--- src/rtl/mem_access_unit.sv ---
// Data-memory initiator: turns CPU load/store requests into single-port data_mem accesses.
// Optional MAU_PERF_CNT_EN adds load_count/store_count outputs.
module mem_access_unit #(
  parameter logic [63:0] DATA_START = 64'h1000_0000_0000_0000,
  parameter logic [63:0] DATA_BYTES = 64'h0000_0000_0080_0000
) (
  input  logic        clk,
  input  logic        reset,
  input  logic        req_valid,
  output logic        req_ready,
  input  logic        req_write,
  input  logic [1:0]  req_size,
  input  logic        req_signed,
  input  logic [63:0] req_addr,
  input  logic [63:0] req_wdata,
  output logic        resp_valid,
  output logic [63:0] resp_rdata,
  output logic        resp_misaligned,
  output logic        resp_fault,
  output logic [63:0] mem_addr,
  output logic [63:0] mem_wdata,
  output logic        mem_word_we,
  output logic        mem_byte_we,
  input  logic [63:0] mem_rdata
`ifdef MAU_PERF_CNT_EN
  ,
  output logic [31:0] load_count,
  output logic [31:0] store_count
`endif
);

  localparam logic [63:0] DATA_END = DATA_START + DATA_BYTES;

  typedef enum logic [1:0] {IDLE, ACCESS, MERGE, RESP} state_t;

  state_t      state, state_n;
  logic        lat_write, lat_signed;
  logic [1:0]  lat_size;
  logic [63:0] lat_addr, lat_wdata;

  logic        req_mis, req_flt;
  logic        resp_valid_n, mis_n, flt_n;
  logic [63:0] resp_rdata_n, mem_addr_n, mem_wdata_n;
  logic        word_we_n, byte_we_n;
  logic [5:0]  lane_sh;
  logic [63:0] lane, load_val, ins_mask, merged;

  assign req_ready = (state == IDLE);

  always_comb begin
    req_mis = 1'b0;
    case (req_size)
      2'd0: req_mis = 1'b0;
      2'd1: req_mis = req_addr[0];
      2'd2: req_mis = |req_addr[1:0];
      default: req_mis = |req_addr[2:0];
    endcase
    req_flt = (req_addr < DATA_START) || (req_addr >= DATA_END);
  end

  always_comb begin
    lane_sh  = {lat_addr[2:0], 3'b000};
    lane     = mem_rdata >> lane_sh;
    load_val = lane;
    case (lat_size)
      2'd0: load_val = lat_signed ? {{56{lane[7]}}, lane[7:0]} : {56'd0, lane[7:0]};
      2'd1: load_val = lat_signed ? {{48{lane[15]}}, lane[15:0]} : {48'd0, lane[15:0]};
      2'd2: load_val = lat_signed ? {{32{lane[31]}}, lane[31:0]} : {32'd0, lane[31:0]};
      default: load_val = lane;
    endcase
    ins_mask = (lat_size == 2'd1) ? 64'h0000_0000_0000_FFFF : 64'h0000_0000_FFFF_FFFF;
    merged   = (mem_rdata & ~(ins_mask << lane_sh)) | ((lat_wdata & ins_mask) << lane_sh);
  end

  // All memory-side and response outputs are registered one state ahead, so the
  // merged write word is formed from mem_rdata at the end of ACCESS and held in mem_wdata.
  always_comb begin
    state_n      = state;
    resp_valid_n = 1'b0;
    mis_n        = 1'b0;
    flt_n        = 1'b0;
    resp_rdata_n = resp_rdata;
    mem_addr_n   = '0;
    mem_wdata_n  = '0;
    word_we_n    = 1'b0;
    byte_we_n    = 1'b0;
    case (state)
      IDLE: begin
        if (req_valid) begin
          resp_rdata_n = '0;
          if (req_mis || req_flt) begin
            state_n      = RESP;
            resp_valid_n = 1'b1;
            mis_n        = req_mis;
            flt_n        = req_flt;
          end else begin
            state_n    = ACCESS;
            mem_addr_n = {req_addr[63:3], 3'b000};
            if (req_write && req_size == 2'd0) begin
              mem_addr_n  = req_addr;
              mem_wdata_n = req_wdata;
              byte_we_n   = 1'b1;
            end else if (req_write && req_size == 2'd3) begin
              mem_wdata_n = req_wdata;
              word_we_n   = 1'b1;
            end
          end
        end
      end
      ACCESS: begin
        state_n      = RESP;
        resp_valid_n = 1'b1;
        if (!lat_write) begin
          resp_rdata_n = load_val;
        end else if (lat_size == 2'd1 || lat_size == 2'd2) begin
          state_n      = MERGE;
          resp_valid_n = 1'b0;
          mem_addr_n   = {lat_addr[63:3], 3'b000};
          mem_wdata_n  = merged;
          word_we_n    = 1'b1;
        end
      end
      MERGE: begin
        state_n      = RESP;
        resp_valid_n = 1'b1;
      end
      default: state_n = IDLE;
    endcase
  end

  always_ff @(posedge clk or negedge reset) begin
    if (!reset) begin
      state           <= IDLE;
      lat_write       <= 1'b0;
      lat_signed      <= 1'b0;
      lat_size        <= '0;
      lat_addr        <= '0;
      lat_wdata       <= '0;
      resp_valid      <= 1'b0;
      resp_misaligned <= 1'b0;
      resp_fault      <= 1'b0;
      resp_rdata      <= '0;
      mem_addr        <= '0;
      mem_wdata       <= '0;
      mem_word_we     <= 1'b0;
      mem_byte_we     <= 1'b0;
    end else begin
      state           <= state_n;
      resp_valid      <= resp_valid_n;
      resp_misaligned <= mis_n;
      resp_fault      <= flt_n;
      resp_rdata      <= resp_rdata_n;
      mem_addr        <= mem_addr_n;
      mem_wdata       <= mem_wdata_n;
      mem_word_we     <= word_we_n;
      mem_byte_we     <= byte_we_n;
      if (state == IDLE && req_valid) begin
        lat_write  <= req_write;
        lat_signed <= req_signed;
        lat_size   <= req_size;
        lat_addr   <= req_addr;
        lat_wdata  <= req_wdata;
      end
    end
  end

`ifdef MAU_PERF_CNT_EN
  always_ff @(posedge clk or negedge reset) begin
    if (!reset) begin
      load_count  <= '0;
      store_count <= '0;
    end else if (resp_valid && !resp_misaligned && !resp_fault) begin
      if (lat_write) store_count <= store_count + 32'd1;
      else           load_count  <= load_count + 32'd1;
    end
  end
`endif

endmodule

--- config.mk ---
export PLATFORM = sky130hd
export DESIGN_NAME = mem_access_unit
export DESIGN_NICKNAME = d
export VERILOG_FILES = /design/src/rtl/mem_access_unit.sv
export SDC_FILE = /design/constraint.sdc
export NUM_CORES = 1
export LEC_CHECK = 0
export BUFFER_PORTS_ARGS = -buffer_cell sky130_fd_sc_hd__buf_2
export CAP_MARGIN = 10
export CORE_MARGIN = 4
export CORE_UTILIZATION = 23
export CTS_CLUSTER_SIZE = 20
export DETAILED_ROUTE_END_ITERATION = 6
export PLACE_DENSITY = 0.51
export SYNTH_ARGS = -nofsm -noshare
export SYNTH_HDL_FRONTEND = slang
export SYNTH_SLANG_ARGS = --single-unit
--- constraint.sdc ---
create_clock -name clk -period 1.9 [get_ports clk]
set_input_delay 0.285 -clock clk [delete_from_list [all_inputs] [get_ports clk]]
set_output_delay 0.285 -clock clk [all_outputs]
set_load 0.1 [all_outputs]
==> flow_summary.json, run 1 <==
{
  "antenna_found_initial": 12,
  "rsz0062_at_grt": "yes",
  "syn2layout_area_growth_pct": 60.3,
  "routabilityCongestion": 0.933,
  "synthArstFlopShare": 1.00,
  "synth_top_area_share": 0.513,
  "worstSetupPathType": "flop to flop",
  "die_h_um": 260,
  "port_buffers": 396,
  "via_per_inst": 4.78,
  "setup_slack_ns": -0.259,
  "clk_path_buf_depth": 3,
  "startpoint_type": "flop",
  "fin_crit_ns": 2.16,
  "dr.pass1.iters": 5,
  "critPathCaptureType": "flop",
  "start_util": 0.232,
  "fin_cells": 3152,
  "min_path_type": "input port to flop",
  "synth_area_per_cell_um2": 9.31,
  "numCtsBuffers": 37,
  "worst_slew_margin_rel": 0.606,
  "synth.net_count": 1773,
  "vias": 15100,
  "synth-edff-count": 0,
  "finalHoldViolCount": 0,
  "cts_sinks": 299,
  "dp_hpwl_um": 52200,
  "clock.fmax_ghz": 0.463,
  "critPathRequiredTime_ns": 2.37,
  "synth_ff_type": "dfrtp_1",
  "layout-drive-gt1-share": 0.412,
  "grt.overflow.total": 0,
  "setup_viol_count_final": 103,
  "synth_seq_cells": 299,
  "syn-instance-count": 1566,
  "layout_commonest_cell": "nand2_1",
  "status": "finished, violations left",
  "ioPinCount": 397,
  "finalCritPeriodShare": 1.14,
  "utilization": 0.372,
  "syn_area_um2": 14600,
  "core_um2": 62900,
  "drc": 0,
  "drv_cap": 0,
  "cts_htree_levels": 2,
  "wl_um": 71400,
  "maxSlewViolCount": 0,
  "ys_seq_area_frac": 0.513,
  "insertion_delay_ns": 0.58,
  "violations": "setup timing",
  "worstPathArrival_ns": 2.63,
  "place_inst": 2898,
  "finalNetCount": 2476,
  "tightest_slew_ns": 0.592,
  "dieArea_um2": 67500,
  "irDropWorstVdd_mv": 0.704,
  "final_cell_area_um2": 23400,
  "crit_fanout": 9,
  "cts_tree": "built",
  "grt_first_pass_wirelength_um": 102000,
  "yosysTopAreaCell": "dfrtp_1",
  "layout_common_cells": "nand2_1, buf_2, dfrtp_1",
  "yosysWarnings": 0,
  "ant_nets": 0,
  "synthTopCellsByArea": "dfrtp_1, nand2_1, mux2i_1",
  "dpl_cell_area_um2": 19100,
  "fill_cells": 6387,
  "routedWlPerCell_um": 22.6,
  "fin_skew_ns": 0.0337,
  "grt_usage": 0.202,
  "synth_cell_types": 57,
  "p_per_area_nw_per_um2": 1760,
  "grt_max_degree": 75,
  "cts_root_buf": "clkbuf_16",
  "p_leak_nw": 11.6,
  "grt_pass1_vias": 15100,
  "drtIter0Drc": 1187,
  "dieWidth_um": 260,
  "rows": 92,
  "clkTransAtPathRegs_ns": 0.06
}
[logic make-up (layout without fill, tap and decap cells)]
family                     after synthesis  count (layout)  synth area share
AOI/OAI and AO/OA                      388             388             0.168
xor gates and xnor gates                 1               1          0.000601
and+or+nand+nor                        633             633             0.185
other                                    0              10                 0
DFF                                    299             299             0.513
buffers and inverters                  124             854            0.0374
muxes                                  113             113            0.0882
adders and majority gates                8               8           0.00687
[final cells by class]
class,count,area [um2],share of cell area
well taps,846,1060,0.0453
clock buffers,49,1020,0.0437
flip-flops and latches,299,7490,0.321
diodes,10,25.0,0.00107
inverters,8,30.0,0.00129
repair buffers,780,5990,0.256
clock inverters,17,203,0.00868
multi-input cells,1143,7550,0.323
[worst max-delay path, stage by stage, from the launching register on]
cell and delay, ns:
dfrtp_4 0.52, buf_4 0.16, buf_12 0.14, buf_12 0.15, buf_4 0.15, mux2i_2 0.17
buf_4 0.15, mux4_2 0.51, o21ai_1 0.13
[power breakdown]
group          internal [mW]  switching (mW)  total, mW
Combinational           8.93            15.4       24.4
Sequential              8.09            1.37       9.46
Clock                   4.24            3.03       7.27
Total                   21.3            19.8       41.1
[metrics by stage]
| step | power (mW) | TNS [ns] | hold slack [ns] | setup slack [ns] |
|---|---|---|---|---|
| detailed placement | 30.3 | -34.64 | 0.193 | -0.412 |
| floorplan | 22.4 | -0.741 | -0.0106 | -0.0252 |
| global placement | 30.1 | -35.67 | 0.190 | -0.469 |
| global route | 43.0 | -21.21 | 0.0143 | -0.307 |
| finish | 41.1 | -13.28 | 0.0297 | -0.259 |
| CTS | 39.5 | -10.32 | 0.00137 | -0.218 |
[final timing paths]
path | start | to | slack, ns | cells after the start
worst max-delay path | lat_addr[1] | resp_rdata[3] | -0.26 | 8
worst min-delay path | req_addr[1] | lat_addr[1] | 0.03 | 3
max in group asynchronous | reset | resp_rdata[54] | 0.95 | 3
worst max register to register | lat_addr[1] | resp_rdata[3] | -0.26 | 8
worst min register to register | lat_addr[28] | lat_addr[28] | 0.46 | 2
min in group asynchronous | reset | mem_addr[3] | 0.20 | 2
[routing by layer]
layer | vias up | track usage | wire length [um] | share of wire
li1 | 6851 | - | - | -
met1 | 7400 | 0.264 | 29500 | 0.41
met2 | 681 | 0.327 | 33200 | 0.46
met3 | 127 | 0.0597 | 6550 | 0.092
met4 | 6 | 0.0565 | 2100 | 0.029
met5 | - | 0 | 45 | 0.00063
[flip-flops by register name, summed over array words and instances, names as in the netlist, 2 cells and up]
register / count
state: 2
mem_wdata: 64
lat_wdata: 32
mem_addr: 64
lat_size: 2
resp_rdata: 64
lat_addr: 64
[cell usage after synthesis, types with 4 or more instances]
cell type	n
nor2b_1	10
o22ai_1	22
and3_1	4
buf_1	14
nor4_1	9
o211ai_1	15
buf_2	28
mux2_2	23
o21a_1	9
a221o_1	17
buf_4	6
nand2_1	450
and2_1	49
nor2_1	63
ha_1	8
o21ai_0	143
o221ai_1	8
a22oi_1	12
a211o_1	7
inv_1	7
a2bb2oi_1	7
a211oi_1	16
dfrtp_1	299
a32o_1	8
a32oi_1	7
clkbuf_1	65
a21o_1	8
a22o_1	17
a21oi_1	82
nand2b_1	28
mux4_2	9
mux2i_1	80
[repair_timing]
action | in CTS | in global routing
pin swaps | 56 | 63
hold endpoints to repair | 284 | 0
setup buffers | 27 | 16
cloned | 11 | 3
hold buffers | 127 | 0
resized for setup | 197 | 175
setup endpoints to repair | 127 | 154
No activity file was read; power rests on OpenSTA's default activity.
==> run 2: changes to the inputs <==
Settings changed: CORE_UTILIZATION 23 to 31, PLACE_DENSITY 0.51 to 0.62.
Clock period 1.9 ns to 1.75 ns, I/O delays scaled along.
==> flow_summary.json, run 2 (same netlist as run 1, synthesis figures left out) <==
{
  "status": "finished, violations left",
  "violations": "DRC, setup timing",
  "routabilityCongestion": 0.968,
  "syn2layout_area_growth_pct": 58.4,
  "critPathMaxStageDelay_ns": 0.52,
  "routedWlPerCell_um": 23.5,
  "cts_tree": "built",
  "fin_skew_ns": 0.0122,
  "clkTransAtPathRegs_ns": 0.06,
  "dr.pass1.iters": 7,
  "start_util": 0.313,
  "cpMostUsedCell": "buf_12",
  "maxSlewViolCount": 0,
  "drv_cap": 0,
  "startpoint_type": "flop",
  "setup.worst_path.end": "resp_rdata[28]",
  "cts_sinks": 299,
  "worstPathArrival_ns": 2.49,
  "layout_commonest_cell": "nand2_1",
  "numCtsBuffers": 36,
  "fill_cells": 4230,
  "cpMaxStageDelayCell": "dfrtp_4",
  "grt.overflow.total": 0,
  "fin_crit_ns": 2.07,
  "vias": 15300,
  "drc": 2,
  "setup_viol_count_final": 128,
  "critPathCaptureType": "flop",
  "core_um2": 46600,
  "critPathRequiredTime_ns": 2.18,
  "setup_slack_ns": -0.319,
  "grt_usage": 0.255,
  "die_h_um": 225,
  "worst_slew_margin_rel": 0.643,
  "grt_first_pass_wirelength_um": 98600,
  "finalCritPeriodShare": 1.18,
  "r2r-start": "lat_addr[1]",
  "p_leak_nw": 11.5,
  "crit_chain": "buf_12, buf_16, buf_12, buf_12, mux2i_1, mux2_2, o22ai_1, a221o_1",
  "antenna_found_initial": 1,
  "grt_max_degree": 66,
  "dp_hpwl_um": 47800,
  "dieWidth_um": 225,
  "total_power_mw": 44.6,
  "clock.fmax_ghz": 0.483,
  "finalHoldViolCount": 0,
  "reg2reg_depth": 8,
  "wl_um": 67600,
  "worstSetupPathType": "flop to flop",
  "p_per_area_nw_per_um2": 1930,
  "crit_fanout": 6,
  "worstHoldStart": "req_addr[0]",
  "min_path_type": "input port to flop",
  "rsz0062_at_grt": "yes",
  "insertion_delay_ns": 0.55,
  "cts_htree_levels": 2,
  "clk_path_buf_depth": 3,
  "ant_nets": 0,
  "dieArea_um2": 50500,
  "crit_start": "lat_addr[1]",
  "dpl_worst_slack_ns": -0.437,
  "via_per_inst": 5.32,
  "cts_root_buf": "clkbuf_16",
  "grt_pass1_vias": 15800,
  "finalNetCount": 2445,
  "rows": 79,
  "irDropWorstVdd_mv": 1.60,
  "ioPinCount": 397,
  "port_buffers": 396,
  "multi_input_area_um2": 7640,
  "layout_common_cells": "nand2_1, buf_2, dfrtp_1",
  "rrSetupSlack_ns": -0.32,
  "layout-drive-gt1-share": 0.405,
  "drtIter0Drc": 1264,
  "tightest_slew_ns": 0.540,
  "regArea_um2": 7490,
  "reg2reg_to": "resp_rdata[28]"
}
[run 2: changes by cell type in the layout (fill, tap and decap cells not counted), moves of 5 or more]
| cell | before | now |
|---|---|---|
| a21oi_2 | 20 | 28 |
| clkinv_2 | 5 | 0 |
| clkbuf_8 | 5 | 10 |
| o221ai_2 | 7 | 2 |
| o21ai_2 | 51 | 34 |
| mux2i_2 | 16 | 10 |
| diode_2 | 10 | 2 |
| o21ai_1 | 48 | 69 |
| a21oi_1 | 61 | 52 |
| o221ai_1 | 0 | 6 |
| nor2_1 | 57 | 52 |
| buf_16 | 10 | 15 |
| buf_4 | 189 | 153 |
[run 2: cell type report]
| cell class | instances | share of cell area |
|---|---|---|
| diodes | 2 | 0.000217 |
| repair buffers | 749 | 0.254 |
| inverters | 8 | 0.00130 |
| clock buffers | 55 | 0.0465 |
| clock inverters | 10 | 0.00932 |
| well taps | 607 | 0.0329 |
| flip-flops and latches | 299 | 0.325 |
| multi-input cells | 1144 | 0.331 |
[run 2: routing by layer]
layer  up-vias  wire (um)  GRT usage
met1      7550      26700      0.330
met3       173       6360     0.0621
met5         -          7          0
li1       6785          -          -
met4         2       3130      0.104
met2       792      31300      0.414
[run 2: stage by stage]
step           instances  utilization  setup TNS (ns)  cell area (um2)  hold slack (ns)
3_3_place_gp        2643        0.401          -38.09            18600            0.169
2_1_floorplan       1566            -          -13.46            14800          -0.0331
3_5_place_dp        2643        0.401          -44.33            18600            0.165
5_1_grt             2872        0.496          -34.83            23100           0.0297
4_1_cts             2866        0.483          -22.20            22500           0.0108
6_report            2874        0.496          -25.38            23100           0.0475
[run 2: worst min-delay path by stage]
stage | endpoint | slack [ns] | depth (start not counted)
finish | mem_addr[0] | 0.05 | 2
global route | mem_addr[0] | 0.03 | 2
CTS | lat_addr[61] | 0.01 | 4
detailed placement | mem_wdata[56] | 0.16 | 1
global placement | mem_wdata[56] | 0.17 | 1
floorplan | lat_addr[0] | -0.03 | 0
[run 2: repair_timing]
action,in CTS,in global routing
buffers inserted,18,10
cloned,17,5
endpoints found under the setup margin,127,178
gates resized for setup,183,138
endpoints found under the hold margin,268,0
pin swaps,33,45
hold buffers,127,0
[run 2: critical path: cells and delay by family, from the launching register on]
kind	cells	cell delay, ns
compound gates	2	0.42
buf+inv	4	0.57
flops	1	0.52
mux	2	0.43
[run 2: report_power, final]
group | internal (mW) | leakage, nW | switching [mW]
registers | 8.79 | 3.99 | 1.29
clock network | 5.01 | 0.629 | 3.07
logic | 9.60 | 6.90 | 16.8
==> run 3: changes to the inputs <==
Settings changed: REMOVE_ABC_BUFFERS set to 1.
==> flow_summary.json, run 3 (same netlist as run 1, synthesis figures left out) <==
{
  "status": "finished, violations left",
  "violations": "setup timing",
  "min_path_type": "input port to flop",
  "start_util": 0.313,
  "worstSetupPathType": "flop to flop",
  "routabilityCongestion": 0.943,
  "r2r-start": "lat_addr[1]",
  "grt.overflow.total": 0,
  "die_h_um": 225,
  "ant_nets": 0,
  "dieArea_um2": 50500,
  "routedWlPerCell_um": 23.3,
  "grt_pass1_vias": 15700,
  "reg2reg_to": "resp_rdata[52]",
  "reg2reg_depth": 6,
  "maxSlewViolCount": 0,
  "rrSetupSlack_ns": -0.32,
  "numCtsBuffers": 36,
  "startpoint_type": "flop",
  "utilization": 0.497,
  "finalNetCount": 2489,
  "grt_first_pass_wirelength_um": 98600,
  "drc": 0,
  "grt_usage": 0.256,
  "core_um2": 46600,
  "cts_root_buf": "clkbuf_16",
  "grt_max_degree": 81,
  "via_per_inst": 5.28,
  "min_to": "mem_wdata[1]",
  "fin_skew_ns": 0.0206,
  "setup_slack_ns": -0.317,
  "tightest_slew_ns": 0.572,
  "critPathRequiredTime_ns": 2.18,
  "layout_common_cells": "nand2_1, buf_2, dfrtp_1",
  "cts_tree": "built",
  "wl_um": 67900,
  "dr.pass1.iters": 6,
  "dieWidth_um": 225,
  "setup_viol_count_final": 128,
  "place_inst": 2660,
  "p_leak_nw": 11.7,
  "rsz0062_at_grt": "yes",
  "drv_cap": 0,
  "dpl_worst_slack_ns": -0.420,
  "vias": 15400,
  "p_per_area_nw_per_um2": 1900,
  "finalCritPeriodShare": 1.18,
  "clock.fmax_ghz": 0.484,
  "insertion_delay_ns": 0.56,
  "fill_cells": 4258,
  "rows": 79,
  "fin_cells": 2918,
  "cts_sinks": 299,
  "fin_crit_ns": 2.07,
  "dp_hpwl_um": 46400,
  "worst_slew_margin_rel": 0.621,
  "irDropWorstVdd_mv": 2.18,
  "worstHoldStart": "mem_rdata[1]",
  "finalHoldViolCount": 0,
  "antenna_found_initial": 13,
  "dpl_cell_area_um2": 18800,
  "layout-drive-gt1-share": 0.397,
  "clk_path_buf_depth": 3,
  "drtIter0Drc": 1371,
  "crit_fanout": 7,
  "final_cell_area_um2": 23100,
  "clkTransAtPathRegs_ns": 0.06,
  "ioPinCount": 397,
  "syn2layout_area_growth_pct": 58.7,
  "layout_commonest_cell": "nand2_1",
  "port_buffers": 396,
  "worstPathArrival_ns": 2.50,
  "critPathCaptureType": "flop",
  "min_path_cells": 3,
  "cts_htree_levels": 2
}
## run 3: worst max-delay path, cell delays in order (launching register included)
cell and delay (ns):
dfrtp_4 0.47, mux4_2 0.57, mux2i_4 0.24, a2bb2oi_4 0.18, o22a_4 0.23, clkbuf_16 0.17
o21ai_0 0.08
## run 3: worst max-delay path by stage
stage / start / end / slack (ns) / depth (start not counted)
2_1_floorplan: state[0] / resp_rdata[10] / -3.75 / 5
3_3_place_gp: lat_size[0] / mem_wdata[49] / -0.40 / 9
3_5_place_dp: state[0] / resp_rdata[43] / -0.42 / 9
4_1_cts: lat_addr[1] / resp_rdata[21] / -0.32 / 6
5_1_grt: lat_addr[1] / resp_rdata[22] / -0.37 / 6
6_report: lat_addr[1] / resp_rdata[52] / -0.32 / 6
## run 3: routing by layer
layer | track usage | vias up | routed length (um)
li1 | - | 6861 | -
met5 | 0 | - | 112
met3 | 0.0867 | 168 | 6650
met1 | 0.320 | 7591 | 26700
met2 | 0.411 | 767 | 31400
met4 | 0.0984 | 18 | 2980
## run 3: repair_timing
item	4_1_cts	5_1_grt
setup buffers	37	20
pin swaps	66	24
endpoints found under the hold margin	474	0
resized for setup	215	151
endpoints found under the setup margin	194	181
cloned	17	5
hold buffers	126	0
## run 3: power by group
part / internal, mW / total (mW) / switching, mW / leakage (nW)
logic: 9.51 / 26.0 / 16.5 / 7.14
clock network: 4.50 / 7.70 / 3.20 / 0.586
registers: 8.79 / 10.2 / 1.39 / 3.99
total: 22.8 / 43.9 / 21.1 / 11.7
## run 3: per-stage QoR
stage	setup TNS, ns	power, mW	hold slack, ns
floorplan	-604.00	23.3	-0.0331
global placement	-35.46	32.3	0.124
detailed placement	-40.00	32.6	0.130
CTS	-27.86	42.3	0.000558
global route	-31.99	45.8	0.0142
finish	-23.95	43.9	0.0177
## run 3: cell type report
type | count | area, um2 | share of cell area
Antenna cell | 3 | 7.51 | 0.000325
Clock buffer | 50 | 1000 | 0.0434
Clock inverter | 14 | 190 | 0.00822
Inverter | 8 | 32.5 | 0.00141
Multi-Input combinational cell | 1143 | 7330 | 0.317
Sequential cell | 299 | 7490 | 0.324
Tap cell | 607 | 759 | 0.0328
Timing Repair Buffer | 794 | 6320 | 0.273
